`config.mk`:
```
export PLATFORM = sky130hd
export DESIGN_NAME = filtered_synchronizer
export DESIGN_NICKNAME = d
export VERILOG_FILES = /design/src/rtl/filtered_synchronizer.sv
export SDC_FILE = /design/constraint.sdc
export NUM_CORES = 1
export LEC_CHECK = 0
export ABC_CLOCK_PERIOD_IN_PS = 2750
export CAP_MARGIN = 20
export CORE_AREA = 2 2 39 41
export DETAILED_ROUTE_END_ITERATION = 8
export DIE_AREA = 0 0 41 43
export GPL_TIMING_DRIVEN = 0
export SKIP_CTS_REPAIR_TIMING = 1
export SYNTH_ARGS = -nofsm -noshare
export SYNTH_HDL_FRONTEND = slang
export SYNTH_SLANG_ARGS = --single-unit
```
`constraint.sdc`:
```
create_clock -name clock -period 2.75 [get_ports clock]
set_clock_uncertainty 0.15 [all_clocks]
set_input_delay 0.275 -clock clock [delete_from_list [all_inputs] [get_ports clock]]
set_output_delay 0.275 -clock clock [all_outputs]
set_load 0.05 [all_outputs]
```
`src/rtl/filtered_synchronizer.sv`:
```
// filtered_synchronizer
//   Brings WIDTH independent asynchronous channels into the clock domain
//   through a STAGES-deep flip-flop chain. Each synchronized channel then
//   passes through a stability filter: data_out follows the synchronized
//   value only after it has disagreed with data_out for FILTER consecutive
//   clock edges. Registered one-cycle pulses mark every 0->1 and 1->0
//   change of data_out.
//
// Parameters
//   WIDTH        number of independent channels
//   STAGES       synchronizer flops per channel (>= 1)
//   FILTER       consecutive disagreeing edges needed to update (>= 1)
//   RESET_VALUE  value of the synchronizer chains and data_out in reset
//
// Ports
//   clock         single clock for all logic
//   resetn        asynchronous, active-low reset
//   data_in       [WIDTH] asynchronous input channels
//   data_out      [WIDTH] synchronized, filtered channel values
//   rising_edge   [WIDTH] one-cycle pulse in the cycle data_out goes 0->1
//   falling_edge  [WIDTH] one-cycle pulse in the cycle data_out goes 1->0
module filtered_synchronizer #(
  parameter int               WIDTH       = 1,
  parameter int               STAGES      = 2,
  parameter int               FILTER      = 4,
  parameter logic [WIDTH-1:0] RESET_VALUE = '0
) (
  input  logic             clock,
  input  logic             resetn,
  input  logic [WIDTH-1:0] data_in,
  output logic [WIDTH-1:0] data_out,
  output logic [WIDTH-1:0] rising_edge,
  output logic [WIDTH-1:0] falling_edge
);

  // Counter only has to reach FILTER-1; keep at least one bit so FILTER=1
  // still elaborates to a legal vector.
  localparam int CW = (FILTER > 1) ? $clog2(FILTER) : 1;
  localparam logic [CW-1:0] CNT_MAX = CW'(FILTER - 1);

  if (FILTER < 1) begin : g_bad_filter
    $error("filtered_synchronizer: FILTER must be >= 1");
  end
  if (STAGES < 1) begin : g_bad_stages
    $error("filtered_synchronizer: STAGES must be >= 1");
  end

  // ------------------------------------------------------------------
  // Synchronizer chain. chain[0] samples the asynchronous input; the last
  // stage is the synchronized value seen by the filter.
  // ------------------------------------------------------------------
  logic [WIDTH-1:0] chain [STAGES];
  logic [WIDTH-1:0] sync;

  always_ff @(posedge clock or negedge resetn) begin
    if (!resetn) begin
      for (int i = 0; i < STAGES; i++) begin
        chain[i] <= RESET_VALUE;
      end
    end else begin
      chain[0] <= data_in;
      for (int i = 1; i < STAGES; i++) begin
        chain[i] <= chain[i-1];
      end
    end
  end

  assign sync = chain[STAGES-1];

  // ------------------------------------------------------------------
  // Stability filter. A channel's counter runs while sync disagrees with
  // data_out and clears as soon as they agree again, so only an
  // uninterrupted run of FILTER disagreeing edges moves data_out.
  // ------------------------------------------------------------------
  logic [CW-1:0]    cnt [WIDTH];
  logic [WIDTH-1:0] differ;
  logic [WIDTH-1:0] load;

  always_comb begin
    differ = sync ^ data_out;
    load   = '0;
    for (int b = 0; b < WIDTH; b++) begin
      load[b] = differ[b] && (cnt[b] == CNT_MAX);
    end
  end

  always_ff @(posedge clock or negedge resetn) begin
    if (!resetn) begin
      for (int b = 0; b < WIDTH; b++) begin
        cnt[b] <= '0;
      end
    end else begin
      for (int b = 0; b < WIDTH; b++) begin
        if (!differ[b] || load[b]) begin
          cnt[b] <= '0;
        end else begin
          cnt[b] <= cnt[b] + CW'(1);
        end
      end
    end
  end

  // ------------------------------------------------------------------
  // Output and edge registers. A load always flips the channel, so the
  // direction of the change is simply the new sync value.
  // ------------------------------------------------------------------
  always_ff @(posedge clock or negedge resetn) begin
    if (!resetn) begin
      data_out     <= RESET_VALUE;
      rising_edge  <= '0;
      falling_edge <= '0;
    end else begin
      data_out     <= (data_out & ~load) | (sync & load);
      rising_edge  <= load & sync;
      falling_edge <= load & ~sync;
    end
  end

endmodule

```
# [Word-level counts from Yosys, hierarchy flattened]
# Cells that the tools add are included.
[op_classes] addsub=1 n_eq_ne=1 muxes=1 bitwise_logic=7 n_reduce_logical=3
[op_table] cell="bitwise AND 1 bit" count=3
[op_table] cell="adder 2 x 1 -> 2 bit, second input constant" count=1
[op_table] cell="equality test 2 bit, second input constant" count=1
[op_table] cell="two-way mux 2 bit" count=1
[op_table] cell="inverter 1 bit" count=2
[op_table] cell="logical AND 1 bit" count=1
[op_table] cell="logical NOT 1 bit" count=1
[op_table] cell="logical OR 1 bit" count=1
[op_table] cell="bitwise OR 1 bit" count=1
[op_table] cell="bitwise XOR 1 bit" count=1
[word_totals] reg_bits=7 wordCells=19

# [Depth between registers and ports, before layout]
[logic_depth] depth_word=5 ltp_mapped=3

# [Worst setup path after synthesis]
# Ideal clock, no wire load.
[synth_path] path_type="reg-to-reg" startpoint="reg with a tool-made name" endpoint="reg cnt[0] in the netlist's numbering" setup_time_ns=0.128 t_arrival_ns=0.923 t_required_ns=2.472 setup_slack_ns=1.549 stages_incl_launch_ff=3 n_path_buf=0 synth_period_minus_slack_ns=1.201 path_cell_list="dfrtp_1 xnor2_1 nor3_1"
[synth_rtl] item="to (signal, indexed assignment)" line_no="97" rtl="cnt[b] <= cnt[b] + CW'(1);"
[synth_rtl] item="to (decl)" line_no="75" rtl="logic [CW-1:0] cnt [WIDTH];"

==> results.toml <==
[status]
status = "finished clean"

[setup_path]
cp-start-kind = "flop"
r2r-start = "cnt[0]$_DFF_PN0_"
cp_slowest_stage_delay_ns = 0.82
cp_data_arrival_time_ns = 1.47
path_class = "reg2out"
critPathBufInv = 1
regToRegSetupSlack_ns = 1.53
worstPathCellList = "clkdlybuf4s50_1"
cp-end-kind = "output pin"
path_delay_family = "buffers and inverters"
ff2ff_path_depth = 2
slowest_stage = "clkdlybuf4s50_1"
cp_data_required_time_ns = 2.33
crit_fanout = 5

[sta]
setup-tns-final_ns = 0
rsz0062_at_grt = "no"
fin_crit_ns = 1.89
holdWs_ns = 0.134
hold_viol = 0
fin_crit_sh_pct = 68.8
slew_headroom_pct = 67.2
tightest_slew_ns = 0.490
drv_slew = 0
timing.fmax_mhz = 528
finalSetupViolCount = 0
setup_ws_ns = 0.857

[cts]
cts_buffers = 3
clk_pin_slew_ns = 0.05
cts.sinks = 7
cts_root_buf = "clkbuf_4"
cts_max_level = 1
cts_tree = "yes"
clockBufferDepth = 2
insertion_delay_ns = 0.24

[yosys]
yosysTopAreaCell = "dfrtp_1"
avgSynthCellArea_um2 = 16.2
synth_fa_ha_area_share_pct = 5.15
synth.top_cell.area_share_pct = 72.2
ys_ff_latch = 7
synth_compound_gate_area_share_pct = 0
synth.top_cells.by_area = "dfrtp_1 (72%), ha_1 (5.2%), nor3b_2 (5.2%)"
netlist_area_um2 = 243
ys_types = 9
syn_inst = 15
synthSimpleGateAreaFrac_pct = 14.4
syn_nets = 19
yosysWarnings = 0
muxShareOfSynthArea_pct = 4.64
synth-xor-area-share_pct = 3.61
synth_top_family_by_area = "simple AND/OR/NAND/NOR gates"
yosysSeqAreaShare_pct = 72.2

[floorplan]
fp-row-count = 14
start_util_pct = 17.5
die_w_um = 41
dieHeight_um = 43
core_mm2 = 0.00138
dieArea_mm2 = 0.00176
io_pins = 6

[drt]
wirelength_um = 306
dr.pass1.iters = 2
vias = 142
drt_drc_violations_left = 0
drt_iter0_drc = 2
route.detailed.wl_per_inst_um = 7.65
drtAntennaViolNets = 0
via_per_inst = 3.55

[min_path]
hp-class = "in2async"

[power_and_ir_drop]
p_leak_uw = 0.000152
power-per-cell-area_mw_per_mm2 = 976
max-vdd-ir-drop_mv = 0.417

[grt]
grtUsageTotal_pct = 5.18
grt_first_pass_wirelength_um = 531
grt_pass1_vias = 137
grt_max_degree = 8
overflow = 0
antenna_found_initial = 0

[place]
pre_cts_ws_ns = 1.12
routabilityCongestion = 0.693
port_buffers = 5

[final_layout]
fill_cells = 139
diodes = 0
area.growth.synth_to_final_pct = 39.7
drive_gt1_share_pct = 25.0
layout.nets = 29

[flow_run]
cap_violations = 0
## per-layer routing
layer	vias up	global-route usage, %	part of all wire [%]
met1	66	5.00	45
met4	0	2.00	0
met5	-	0	0
met3	0	7.85	17
li1	68	-	-
met2	8	5.63	38
## logic make-up (layout without fill, tap and decap cells)
kind of cell,Yosys count,count (layout)
buffers and inverters,0,9
and+or+nand+nor,5,5
muxes,1,1
DFF,7,7
xor gates and xnor gates,1,1
adders and majority gates,1,1
## stage by stage
stage	area (µm²)	instances	util [%]	power [µW]
final	339	40	24.5	331
after floorplan	243	15	-	214
after global placement	313	36	22.6	242
after CTS	339	40	24.5	339
after detailed placement	313	36	22.6	245
after global routing	339	40	24.5	354
## power by group
group          switching, µW  internal [µW]  leakage [µW]  total [µW]
Sequential              15.5            126     0.0000889         141
Clock                   34.0           55.1     0.0000150        89.1
Combinational           55.2           45.5     0.0000485         101
## layout by cell type, fill, tap and decap left out
cell type	instances
nor3b_2	1
ha_1	1
xnor2_1	1
and3b_2	1
clkdlybuf4s50_1	5
clkbuf_1	1
mux2_2	1
nor3_1	1
nor2_1	1
dfrtp_1	7
nand2_1	1
clkbuf_4	3
## worst max-delay path by stage
stage	cells past startpoint	slack (ns)	endpoint
after CTS	1	0.84	data_out
after detailed placement	1	1.12	data_out
after floorplan	2	1.55	cnt[0]$_DFF_PN0_
after global routing	1	0.80	data_out
final	1	0.86	data_out
after global placement	1	1.12	data_out
## Yosys cell counts (all sizes together)
cell / count
xnor2: 1
nor3b: 1
mux2: 1
dfrtp: 7
and3b: 1
ha: 1
nor3: 1
nor2: 1
nand2: 1
## final cells by class
class	instances	area, µm²	share of cell area (%)
Clock buffer	4	26.3	7.75
Multi-Input combinational cell	8	67.6	19.9
Sequential cell	7	175	51.7
Tap cell	16	20.0	5.90
Timing Repair Buffer	5	50.0	14.8
No activity file was read; power rests on OpenSTA's default activity.
